[config.mk]
export PLATFORM = sky130hd
export DESIGN_NAME = pe_seq_ctrl
export DESIGN_NICKNAME = d
export VERILOG_FILES = /design/src/rtl/pe_seq_ctrl_pkg.sv /design/src/rtl/pe_out_tracker.sv /design/src/rtl/pe_seq_ctrl.sv
export SDC_FILE = /design/constraint.sdc
export NUM_CORES = 1
export LEC_CHECK = 0
export ABC_AREA = 1
export ABC_CLOCK_PERIOD_IN_PS = 3000
export BUFFER_PORTS_ARGS = -buffer_cell sky130_fd_sc_hd__buf_2
export CORE_ASPECT_RATIO = 1.2
export CORE_MARGIN = 5
export CORE_UTILIZATION = 50
export CTS_CLUSTER_DIAMETER = 60
export DETAILED_ROUTE_END_ITERATION = 7
export GPL_TIMING_DRIVEN = 0
export PLACE_DENSITY = 0.77
export SLEW_MARGIN = 30
export SYNTH_ARGS = -nofsm -noshare
export SYNTH_HDL_FRONTEND = slang
export SYNTH_HIERARCHICAL = 1
export SYNTH_SLANG_ARGS = --single-unit
[constraint.sdc]
create_clock -name clk -period 3 [get_ports clk]
set_input_delay 0.9 -clock clk [delete_from_list [all_inputs] [get_ports clk]]
set_output_delay 0.9 -clock clk [all_outputs]
set_load 0.03 [all_outputs]
[src/rtl/pe_seq_ctrl_pkg.sv]
// Shared types and constants for the PE tile sequencer and its output tracker.
package pe_seq_ctrl_pkg;

    localparam int IMG_W     = 24;
    localparam int WGT_W     = 36;
    localparam int BIAS_W    = 5;
    localparam int CNT_W     = 8;
    localparam int PRIME_CNT = 2;
    localparam int MAC_LAT   = 1;

    typedef enum logic [2:0] {
        IDLE   = 3'd0,
        LOAD_W = 3'd1,
        PRIME  = 3'd2,
        RUN    = 3'd3,
        DRAIN  = 3'd4,
        FIN    = 3'd5
    } state_t;

    // A tile needs at least one full window per row and at least one row.
    function automatic logic cfg_is_bad(input logic [CNT_W-1:0] width,
                                        input logic [CNT_W-1:0] rows);
        return (width < CNT_W'(PRIME_CNT + 1)) || (rows == '0);
    endfunction

endpackage

[src/rtl/pe_out_tracker.sv]
// Delay line aligning result-valid and output coordinates with the MAC pipeline.
module pe_out_tracker
    import pe_seq_ctrl_pkg::*;
(
    input  logic             clk,
    input  logic             rst,
    input  logic             fire_i,
    input  logic [CNT_W-1:0] row_i,
    input  logic [CNT_W-1:0] col_i,
    output logic             out_vld_o,
    output logic [CNT_W-1:0] out_row_o,
    output logic [CNT_W-1:0] out_col_o
);

    logic             vld_q [MAC_LAT];
    logic [CNT_W-1:0] row_q [MAC_LAT];
    logic [CNT_W-1:0] col_q [MAC_LAT];

    // Coordinates only advance with a valid, so the outputs keep the last result's position.
    always_ff @(posedge clk or negedge rst) begin
        if (!rst) begin
            for (int i = 0; i < MAC_LAT; i++) begin
                vld_q[i] <= 1'b0;
                row_q[i] <= '0;
                col_q[i] <= '0;
            end
        end else begin
            vld_q[0] <= fire_i;
            if (fire_i) begin
                row_q[0] <= row_i;
                col_q[0] <= col_i;
            end
            for (int i = 1; i < MAC_LAT; i++) begin
                vld_q[i] <= vld_q[i-1];
                if (vld_q[i-1]) begin
                    row_q[i] <= row_q[i-1];
                    col_q[i] <= col_q[i-1];
                end
            end
        end
    end

    assign out_vld_o = vld_q[MAC_LAT-1];
    assign out_row_o = row_q[MAC_LAT-1];
    assign out_col_o = col_q[MAC_LAT-1];

endmodule

[src/rtl/pe_seq_ctrl.sv]
// Tile sequencer: loads one kernel word, streams image columns into the PE window
// buffer row by row, and reports valid-window coordinates after the MAC latency.
module pe_seq_ctrl
    import pe_seq_ctrl_pkg::*;
(
    input  logic              clk,
    input  logic              rst,
    input  logic              start,
    output logic              busy,
    output logic              done,
    output logic              err,
    input  logic [BIAS_W-1:0] cfg_exp_bias,
    input  logic [CNT_W-1:0]  cfg_width,
    input  logic [CNT_W-1:0]  cfg_rows,
    output logic              wgt_req,
    input  logic              wgt_vld,
    input  logic [WGT_W-1:0]  wgt_data,
    input  logic              img_vld,
    output logic              img_rdy,
    input  logic [IMG_W-1:0]  img_data,
    output logic [BIAS_W-1:0] pe_exp_bias,
    output logic [WGT_W-1:0]  pe_weight,
    output logic [IMG_W-1:0]  pe_image,
    output logic              pe_img_en,
    output logic              out_vld,
    output logic [CNT_W-1:0]  out_row,
    output logic [CNT_W-1:0]  out_col
);

    state_t            state_q, state_d;
    logic [CNT_W-1:0]  width_q, width_d;
    logic [CNT_W-1:0]  rows_q, rows_d;
    logic [BIAS_W-1:0] bias_cfg_q, bias_cfg_d;
    logic [CNT_W-1:0]  col_q, col_d;
    logic [CNT_W-1:0]  row_q, row_d;
    logic [CNT_W-1:0]  drain_q, drain_d;
    logic              err_q, err_d;
    logic [WGT_W-1:0]  weight_q, weight_d;
    logic [BIAS_W-1:0] pe_bias_q, pe_bias_d;
    logic [IMG_W-1:0]  image_q, image_d;

    logic              accept;
    logic              fire;
    logic [CNT_W-1:0]  fire_col;

    assign img_rdy  = (state_q == PRIME) || (state_q == RUN);
    assign accept   = img_vld && img_rdy;
    assign fire     = accept && (col_q >= CNT_W'(PRIME_CNT));
    assign fire_col = col_q - CNT_W'(PRIME_CNT);

    assign busy        = (state_q != IDLE);
    assign done        = (state_q == FIN);
    assign err         = done && err_q;
    assign wgt_req     = (state_q == LOAD_W);
    assign pe_img_en   = accept;
    assign pe_image    = accept ? img_data : image_q;
    assign pe_weight   = weight_q;
    assign pe_exp_bias = pe_bias_q;

    always_comb begin
        state_d    = state_q;
        width_d    = width_q;
        rows_d     = rows_q;
        bias_cfg_d = bias_cfg_q;
        col_d      = col_q;
        row_d      = row_q;
        drain_d    = drain_q;
        err_d      = err_q;
        weight_d   = weight_q;
        pe_bias_d  = pe_bias_q;
        image_d    = image_q;

        case (state_q)
            IDLE: begin
                if (start) begin
                    width_d    = cfg_width;
                    rows_d     = cfg_rows;
                    bias_cfg_d = cfg_exp_bias;
                    col_d      = '0;
                    row_d      = '0;
                    drain_d    = '0;
                    if (cfg_is_bad(cfg_width, cfg_rows)) begin
                        err_d   = 1'b1;
                        state_d = FIN;
                    end else begin
                        err_d   = 1'b0;
                        state_d = LOAD_W;
                    end
                end
            end
            LOAD_W: begin
                if (wgt_vld) begin
                    weight_d  = wgt_data;
                    pe_bias_d = bias_cfg_q;
                    state_d   = PRIME;
                end
            end
            PRIME, RUN: begin
                if (accept) begin
                    image_d = img_data;
                    if (col_q == width_q - CNT_W'(1)) begin
                        // Row end: the window buffer must re-prime before the next row.
                        col_d = '0;
                        if (row_q < rows_q - CNT_W'(1)) begin
                            row_d   = row_q + CNT_W'(1);
                            state_d = PRIME;
                        end else begin
                            drain_d = '0;
                            state_d = DRAIN;
                        end
                    end else begin
                        col_d = col_q + CNT_W'(1);
                        if (col_q == CNT_W'(PRIME_CNT - 1)) begin
                            state_d = RUN;
                        end
                    end
                end
            end
            DRAIN: begin
                if (drain_q == CNT_W'(MAC_LAT - 1)) begin
                    state_d = FIN;
                end else begin
                    drain_d = drain_q + CNT_W'(1);
                end
            end
            FIN: begin
                row_d   = '0;
                col_d   = '0;
                state_d = IDLE;
            end
            default: begin
                state_d = IDLE;
            end
        endcase
    end

    always_ff @(posedge clk or negedge rst) begin
        if (!rst) begin
            state_q    <= IDLE;
            width_q    <= '0;
            rows_q     <= '0;
            bias_cfg_q <= '0;
            col_q      <= '0;
            row_q      <= '0;
            drain_q    <= '0;
            err_q      <= 1'b0;
            weight_q   <= '0;
            pe_bias_q  <= '0;
            image_q    <= '0;
        end else begin
            state_q    <= state_d;
            width_q    <= width_d;
            rows_q     <= rows_d;
            bias_cfg_q <= bias_cfg_d;
            col_q      <= col_d;
            row_q      <= row_d;
            drain_q    <= drain_d;
            err_q      <= err_d;
            weight_q   <= weight_d;
            pe_bias_q  <= pe_bias_d;
            image_q    <= image_d;
        end
    end

    pe_out_tracker u_out_tracker (
        .clk       (clk),
        .rst       (rst),
        .fire_i    (fire),
        .row_i     (row_q),
        .col_i     (fire_col),
        .out_vld_o (out_vld),
        .out_row_o (out_row),
        .out_col_o (out_col)
    );

endmodule

# == Word-level counts from Yosys, hierarchy flattened ==
# Cells that the tools add are included.
# word_totals
ff_bits,131
inputBits,86
out_inout_bits,88
word_cells,81
# op_classes
addsub,6
n_lt_le_gt_ge,3
eq_ne,16
muxes,24
reduce_logical,18
# ops
op,n
$mux W8,10
$pmux W8 S3,3
$add A8 B1 Y8 const B,3
$mux W24,1
$mux W3,8
$logic_not A8 Y1,2
$sub A8 B1 Y8 const B,2
$ne A2 B2 Y1 const B,7
$pmux W3 S4,1
$reduce_and A5 Y1,2
$reduce_bool A3 Y1,3
$eq A8 B1 Y1 const B,1
$eq A8 B8 Y1,1
$ge A8 B2 Y1 const B,1
$lt A8 B2 Y1 const B,1
$lt A8 B8 Y1,1
$sub A8 B2 Y8 const B,1
$eq A3 B2 Y1 const B,2
$eq A3 B3 Y1 const B,2
$reduce_and A6 Y1,1
$reduce_and A2 Y1,2
$eq A3 B1 Y1 const B,1
$logic_and A1 B1 Y1,3
$logic_not A3 Y1,1
6 further kinds,7

# == Depth between registers and ports, before layout ==
# Gate-level depths: netlist of run 1.
# depth
depth_word,6
mapped_depth,15
depth_no_buf,14

# == Hierarchy ==
# Netlist of run 1, hierarchy kept.
# by_module_without_submodules
mod,n_inst,cells_each,area_per_inst_um2,seq_area_each_um2
pe_seq_ctrl,1,659,5736.8,2852.7
pe_out_tracker,1,69,669.4,425.4

# == Worst setup path before layout of run 1 ==
# OpenSTA, ideal clock, no wires.
# synth_timing
kind,input -> output
startpoint,input img_vld
endpoint,output pe_image[14]
arrival_ns,1.797
required_ns,2.100
setup_slack_ns,0.303
cell_stages,5
path_buffers,1
path_cell_list,inv_1 nor2_2 buf_2 nand2_1 nand2_1
# synth_between
elab_chain_cells,2
# synth_lines
item,line_no,source
from (decl),pe_seq_ctrl.sv:18,"input logic img_vld,"
$logic_and A1 B1 Y1,pe_seq_ctrl.sv:47,assign accept = img_vld && img_rdy;
via pe_img_en,pe_seq_ctrl.sv:24,"output logic pe_img_en,"
$mux W24,-,
to (decl),pe_seq_ctrl.sv:23,"output logic [IMG_W-1:0] pe_image,"
# The timed path passes the listed nets, and every way through them passes these cells.

# == Worst setup path in the final report of run 1 ==
# layout_timing
startpoint,register state_q[2]
endpoint,output pe_image[21]
# layout_between
elab_chain_cells,4
elab_cells_between_ends,5
classes_between,2 x eq/ne; 1 x mux; 2 x reduce/logical
# layout_lines
item,line_no,source
from (decl),pe_seq_ctrl.sv:30,"state_t state_q, state_d;"
from (signal assigned),pe_seq_ctrl.sv:151,state_q <= state_d;
$eq A3 B2 Y1,pe_seq_ctrl.sv:46,assign img_rdy = (state_q == PRIME) || (state_q == RUN);
$logic_or A1 B1 Y1 *,pe_seq_ctrl.sv:46,
$logic_and A1 B1 Y1 *,pe_seq_ctrl.sv:47,
$mux W24 *,-,
# Every way passes the cells marked *; elsewhere a longest branch is shown, timed or not.

==> metrics.md, run 1 <==
| Metric | Value |
|---|---|
| Post-DP HPWL | approximately 11 mm |
| CTS Hold Buffers Added | 0 |
| Remaining antenna violation count | 0 |
| Die Wd | roughly 110 µm |
| Share of layout cells above drive strength 1 | between 30% and 40% |
| DRC | 0 |
| Switching power | 0.003983 W |
| Slew Limit Fails | 0 |
| GRT overflow | 0 |
| Slew headroom | 62.63% |
| Vias after detailed routing | between 5,000 and 6,000 |
| H-tree depth | 4 |
| Most frequent cells after synthesis | 281 x nand2_1, 131 x dfrtp_1, 47 x inv_1 |
| DIE HEIGHT | around 130 µm |
| Mean post-synth cell area | roughly 8.8 µm² |
| Critical Path Max Stage Delay | 430 ps |
| Share of the synthesized area in the top cell type | 51.17% |
| Net Count, Synth | 831 |
| CP required | about 2100 ps |
| Sw Ratio | 43.88% |
| Area of the multi-input gates | 2808 µm² |
| CP endpoint kind | output port |
| Nets | a little over 1,000 |
| Comb power frac | roughly 46% |
| Sequential share of power | 31.5% |
| Static Leak | about 4.4 nW |
| VDD IR max | around 0.58 mV |
| Die area | ~15,000 µm² |
| Worst Path Buf+Inv | 4 |
| Slew @ Worst Pin | around 560 ps |
| Gpl congestion | approximately 0.78 |
| CP max FO | 10 |
| # fillers | approximately 1,100 |
| I/O Buffers | around 170 |
| Yosys cell types | 36 |
| Final Cycle Share | 93.50% |
| Initial core utilization | 50.79% |
| Leading cell type by number of instances after synthesis | nand2_1 |
| Synth warnings | 6 |
| Storage cell area | 3278 µm² |
| Final core area utilization | 64.42% |
| Final WS setup | roughly 190 ps |
| Routed WL per cell | ~13 µm |
| Routed wire length | about 14 mm |
| CTS tree | yes |
| Crit-path cells | nor2_4, inv_2, nor2_4, inv_2, clkbuf_4, nand2_1, nand2_1, buf_2 |
| Largest net degree at the start of global routing | 74 |
| Status | finished clean |
| Post-synth EDFFs | 0 |
| Vias in the first global route | about 5,300 |
| Cells after synthesis | approximately 730 |
| Clock latency on the worst-skew pair | ~420 ps |
| Critical Path AT | approximately 1900 ps |
| Hold Path Class | input port to async pin |
| CTS clk-pin slew, worst paths | 60 ps |
| Boundary Pins | between 150 and 200 |
| Setup Viol. Count Final | 0 |
| Post-place setup slack | -91.23 ps |
| Power per cell area | approximately 1100 nW/µm² |
| Setup TNS | 0 ps |
| Clock Skew | a little over 8 ps |
| Clk sinks | 131 |
| DR pass1 iterations | 4 |
| Crit path max-delay family | buffers and inverters |
| Vias per inst | between 4 and 5 |
| First-pass GRT wire length | 24.22 mm |
| Crit path kind | register to output port |
| GRT Util Overall | around 20% |
| Num rows | 45 |
| Initial antenna violation count | 0 |
| Root buf cell | clkbuf_16 |
| Int Pwr | roughly 0.0051 W |
| Max_cap viols | 0 |
| Synth area leaders | dfrtp_1 51%, nand2_1 16%, mux2_2 6.3% |
| Synth async-reset ratio | 100.0% |
| Synth-to-layout area growth | 26.84% |
| Yosys reg bits | 131 |
| Netlist Area Pre-Place | between 6000 and 7000 µm² |
| First-iteration detailed-routing DRC count | 170 |
| Fin crit period | around 2800 ps |
| Top_reg_cell synth | dfrtp_1 |
| Unrepaired setup endpoints after global routing | false |
| Max Buffers Root-to-Sink | 2 |
| Core Region | about 13,000 µm² |
| Share of the yosys chip area belonging to registers | approximately 51% |
| Antenna Cells | 0 |
| Startpoint Class | register |
| Synth area leader | dfrtp_1 |
| Final hold violation count | 0 |
| CTS buffer count | 17 |
| Max Freq | roughly 360 MHz |
| Slowest stage cell on the critical path | dfrtp_1 |
| Clock power frac | 22.2% |
[power groups by stage]
stage	Combinational (W)	Clock, W	Sequential, W
floorplan	0.00240	0	0.00353
global placement	0.00413	0	0.00284
detailed placement	0.00421	0	0.00288
CTS	0.00426	0.00207	0.00286
global route	0.00467	0.00213	0.00295
finish	0.00421	0.00202	0.00286
[placed cells by master (no fill, tap or decap), types with 2 or more instances in the layout]
| cell | instances |
|---|---|
| a21oi_1 | 4 |
| a31oi_1 | 2 |
| buf_2 | 180 |
| buf_4 | 2 |
| buf_6 | 3 |
| bufinv_16 | 2 |
| clkbuf_1 | 5 |
| clkbuf_16 | 17 |
| clkinv_2 | 2 |
| clkinv_4 | 2 |
| clkinvlp_4 | 3 |
| dfrtp_1 | 131 |
| ha_1 | 17 |
| inv_1 | 46 |
| inv_2 | 7 |
| inv_6 | 6 |
| mux2_2 | 36 |
| nand2_1 | 281 |
| nand2_2 | 9 |
| nand3_1 | 26 |
| nand3_2 | 2 |
| nand3b_1 | 2 |
| nand4_1 | 9 |
| nor2_1 | 40 |
| nor2_2 | 4 |
| nor2_4 | 3 |
| nor3_1 | 9 |
| nor3b_1 | 2 |
| nor4_1 | 2 |
| o21ai_0 | 26 |
| o21ai_2 | 9 |
| or2_2 | 8 |
| xnor2_1 | 8 |
| xor2_1 | 18 |
[metrics by stage]
stage	total power, W	instance area, µm²	cells	hold WS [ps]
2_1_floorplan	0.005928	6406	728	436.7
3_3_place_gp	0.006968	7477	1065	451.6
3_5_place_dp	0.007092	7515	1066	453.4
4_1_cts	0.009186	8115	1098	419.7
5_1_grt	0.009745	8125	1099	427.2
6_report	0.009077	8125	1099	396.3
[routing by layer]
metal / global-route usage, % / up-vias / part of all wire, %
met1: 22.99 / 2437 / 40
li1: - / 2702 / -
met3: 6.543 / 18 / 7.1
met5: 0 / - / 0
met4: 8.216 / 0 / 1.9
met2: 33.53 / 139 / 50
[final cells by class]
| type | instances | share of cell area [%] |
|---|---|---|
| buffer | 19 | 1.540 |
| clock buffer | 17 | 5.236 |
| tap | 164 | 2.525 |
| timing repair buffer | 176 | 11.30 |
| sequential | 131 | 40.34 |
| multi-input combinational | 523 | 34.55 |
| inverter | 55 | 2.602 |
| clock inverter | 14 | 1.894 |
[logic make-up after synthesis]
kind of cell / synth area share (%)
and+or+nand+nor: 26.37
adders and majority gates: 3.320
DFF: 51.17
buffers and inverters: 5.156
xor gates and xnor gates: 3.555
muxes: 6.328
AOI/OAI and AO/OA: 4.102
[sequential cells by signal, indices dropped and copies added (netlist names)]
| name | flops |
|---|---|
| bias_cfg_q | 5 |
| col_q | 8 |
| drain_q | 8 |
| err_q | 1 |
| image_q | 24 |
| pe_exp_bias | 5 |
| pe_weight | 36 |
| row_q | 8 |
| rows_q | 8 |
| state_q | 3 |
| u_out_tracker/out_col_o | 8 |
| u_out_tracker/out_row_o | 8 |
| u_out_tracker/out_vld_o | 1 |
| width_q | 8 |
[path summary, 6_finish.rpt]
| path | from | endpoint | slack, ps | cells past startpoint |
|---|---|---|---|---|
| max in group asynchronous | rst | pe_weight[7] | 1910 | 2 |
| worst min register to register | u_out_tracker/out_col_o[1] | u_out_tracker/out_col_o[1] | 460 | 2 |
| worst max register to register | rows_q[2] | row_q[3] | 470 | 14 |
| worst max-delay path | state_q[2] | pe_image[21] | 190 | 8 |
| worst min-delay path | rst | image_q[18] | 400 | 1 |
| min in group clk | u_out_tracker/out_col_o[1] | u_out_tracker/out_col_o[1] | 460 | 2 |
[worst register-to-register path, cell delays in order (launching register included)]
cell and delay, ps:
dfrtp_1 420, nor2_1 130, nand4_1 150, nor3_1 230
xnor2_1 160, ha_1 260, nand2_1 90, nor2_1 50
a211oi_1 270, nand2_1 90, nand2_1 130, nand3_4 140
buf_6 190, nand2_2 70, o21ai_2 50
[what timing repair did]
item | 4_1_cts | 5_1_grt
resized for setup | 5 | 4
buffers inserted | 1 | 1
setup endpoints to repair | 19 | 19
pin swaps | 1 | 1
Power figures use the tool's default switching activity.
==> inputs of run 2 (changes only) <==
Settings changed: CTS_BUF_LIST set to sky130_fd_sc_hd__clkbuf_4 sky130_fd_sc_hd__clkbuf_8, CTS_CLUSTER_SIZE set to 25, GPL_ROUTABILITY_DRIVEN set to 1.
==> metrics.md, run 2 (same netlist as run 1, synthesis figures left out) <==
| Metric | Value |
|---|---|
| CP max FO | 10 (unchanged) |
| DRC | 0 (unchanged) |
| Max_cap viols | 0 (unchanged) |
| Final core area utilization | 62.92% (was 64.42%) |
| Die Wd | 113.3 µm (unchanged) |
| Clk sinks | 131 (unchanged) |
| Slew Limit Fails | 0 (unchanged) |
| FF-to-FF path depth | 15 (was 14) |
| Vias in the first global route | 5,313 (was 5,334) |
| CTS tree | yes (unchanged) |
| Fin cells | 1,099 (unchanged) |
| Vias per inst | 4.814 (was 4.819) |
| Max Freq | 353.4 MHz (was 356.5 MHz) |
| Root buf cell | clkbuf_8 (was clkbuf_16) |
| Slew headroom | 62.33% (was 62.63%) |
| Nets | 1,026 (unchanged) |
| Status | finished clean (unchanged) |
| Clock Skew | 11.67 ps (was 8.307 ps) |
| Most common cell after layout, fill and taps aside | nand2_1 (unchanged) |
| Most frequent cells in the layout | 281 x nand2_1, 180 x buf_2, 130 x dfrtp_1, 46 x inv_1, 40 x nor2_1 (was 281 x nand2_1, 180 x buf_2, 131 x dfrtp_1, 46 x inv_1, 40 x nor2_1) |
| Synth-to-layout area growth | 23.87% (was 26.84%) |
| Storage cell area | 3279 µm² (was 3278 µm²) |
| Critical Path AT | 1930 ps (was 1910 ps) |
| Die area | 15,190 µm² (unchanged) |
| R2r setup slk | 490 ps (was 470 ps) |
| Final WS setup | 170.6 ps (was 194.9 ps) |
| First-iteration detailed-routing DRC count | 152 (was 170) |
| Final hold violation count | 0 (unchanged) |
| Clock latency on the worst-skew pair | 440 ps (was 420 ps) |
| Power per cell area | 1072 nW/µm² (was 1117 nW/µm²) |
| First-pass GRT wire length | 23.82 mm (was 24.22 mm) |
| Max reg flops | 36 (unchanged) |
| Largest net degree at the start of global routing | 74 (unchanged) |
| Max Buffers Root-to-Sink | 2 (unchanged) |
| Gpl congestion | 0.7848 (unchanged) |
| R2R Path Start | rows_q[0] (was rows_q[2]) |
| Fin crit period | 2829 ps (was 2805 ps) |
| Final Cycle Share | 94.31% (was 93.50%) |
| DR pass1 iterations | 4 (unchanged) |
| Crit-path cells | nor2_4, inv_2, nor2_4, inv_2, clkbuf_4, nand2_1, nand2_1, buf_2 (unchanged) |
| Initial core utilization | 50.79% (unchanged) |
| Share of layout cells above drive strength 1 | 32.51% (was 32.41%) |
| FF-to-FF End | row_q[3] (unchanged) |
| Initial antenna violation count | 0 (unchanged) |
| CTS buffer count | 17 (unchanged) |
| Crit path kind | register to output port (unchanged) |
| GRT overflow | 0 (unchanged) |
| Total power | 0.008509 W (was 0.009077 W) |
| Slew @ Worst Pin | 563.0 ps (was 558.4 ps) |
| DIE HEIGHT | 134.0 µm (unchanged) |
| CTS clk-pin slew, worst paths | 80 ps (was 60 ps) |
| VDD IR max | 0.5637 mV (was 0.5824 mV) |
| Startpoint Class | register (unchanged) |
| # fillers | 1,165 (was 1,138) |
| Boundary Pins | 174 (unchanged) |
| Static Leak | 4.335 nW (was 4.424 nW) |
| Post-place setup slack | -91.23 ps (unchanged) |
| Crit path capture | pe_image[21] (unchanged) |
| Post-DP HPWL | 10.87 mm (unchanged) |
| Placed cells | 1,066 (unchanged) |
| Routed WL per cell | 12.79 µm (was 12.98 µm) |
| Area of the multi-input gates | 2808 µm² (unchanged) |
| Worst setup startpoint | state_q[2] (unchanged) |
| Critical Path Max Stage Delay | 440 ps (was 430 ps) |
| Core Region | 12,610 µm² (unchanged) |
| CP required | 2100 ps (about the same) |
| Antenna Cells | 0 (unchanged) |
| Vias after detailed routing | 5,291 (was 5,296) |
| Unrepaired setup endpoints after global routing | false (unchanged) |
| Hold Path Class | input port to async pin (unchanged) |
| I/O Buffers | 173 (unchanged) |
| Slowest stage cell on the critical path | dfrtp_2 (was dfrtp_1) |
| Setup TNS | 0 ps (unchanged) |
| Setup Viol. Count Final | 0 (unchanged) |
| CP endpoint kind | output port (unchanged) |
| Num rows | 45 (unchanged) |
| Routed wire length | 14.05 mm (was 14.27 mm) |
| H-tree depth | 4 (unchanged) |
| GRT Util Overall | 19.37% (was 19.79%) |
| Remaining antenna violation count | 0 (unchanged) |
-- run 2: changes by cell type in the layout (fill, tap and decap cells not counted) --
| cell | previous run | this run |
|---|---|---|
| clkbuf_16 | 17 | 0 |
| clkbuf_8 | 0 | 17 |
| dfrtp_1 | 131 | 130 |
| dfrtp_2 | 0 | 1 |
-- run 2: metal layers --
layer | global-route usage, % | up-vias | wire [µm]
met1 | 22.57 | 2432 | 5750
met5 | 0 | - | 0
li1 | - | 2703 | -
met2 | 32.87 | 135 | 7034
met4 | 7.415 | 0 | 284
met3 | 6.679 | 21 | 983
-- run 2: repair_timing --
action | CTS | global route
hold endpoints to repair | 0 | 0
hold buffers | 0 | 0
pin swaps | 1 | 1
resized for setup | 6 | 3
buffers inserted | 1 | 1
endpoints found under the setup margin | 20 | 19
-- run 2: layout make-up --
type                            count  area share [%]
Tap cell                          164           2.586
Timing Repair Buffer              176           11.57
Multi-Input combinational cell    523           35.38
Clock inverter                     14           1.939
Buffer                             19           1.577
Inverter                           55           2.665
Sequential cell                   131           41.33
Clock buffer                       17           2.949
-- run 2: power breakdown --
part | internal, W | leakage, nW | switching (W)
logic | 0.00139 | 2.50 | 0.00280
registers | 0.00247 | 1.65 | 0.000379
clock network | 0.000745 | 0.190 | 0.000722
total | 0.00461 | 4.33 | 0.00390
-- run 2: worst max-delay path: cells and delay by family (launching register included) --
kind	cells	cell delay [ps]
buffers and inverters	4	550
flip-flops	1	440
AND/OR/NAND/NOR	4	490
-- run 2: through the flow --
step	cell area [µm²]	hold WS, ps
6_report	7935	373.9
5_1_grt	7935	393.1
4_1_cts	7926	387.2
3_5_place_dp	7515	453.4
3_3_place_gp	7477	451.6
2_1_floorplan	6406	436.7
-- run 2: worst min-delay path by stage --
stage                                from                    endpoint  cells past startpoint
5_1_grt                               rst                 image_q[18]                      1
4_1_cts                               rst                pe_weight[6]                      1
2_1_floorplan                  image_q[0]                  image_q[0]                      2
6_report                              rst                 image_q[18]                      1
3_5_place_dp   u_out_tracker/out_col_o[1]  u_out_tracker/out_col_o[1]                      2
3_3_place_gp                  image_q[16]                 image_q[16]                      2
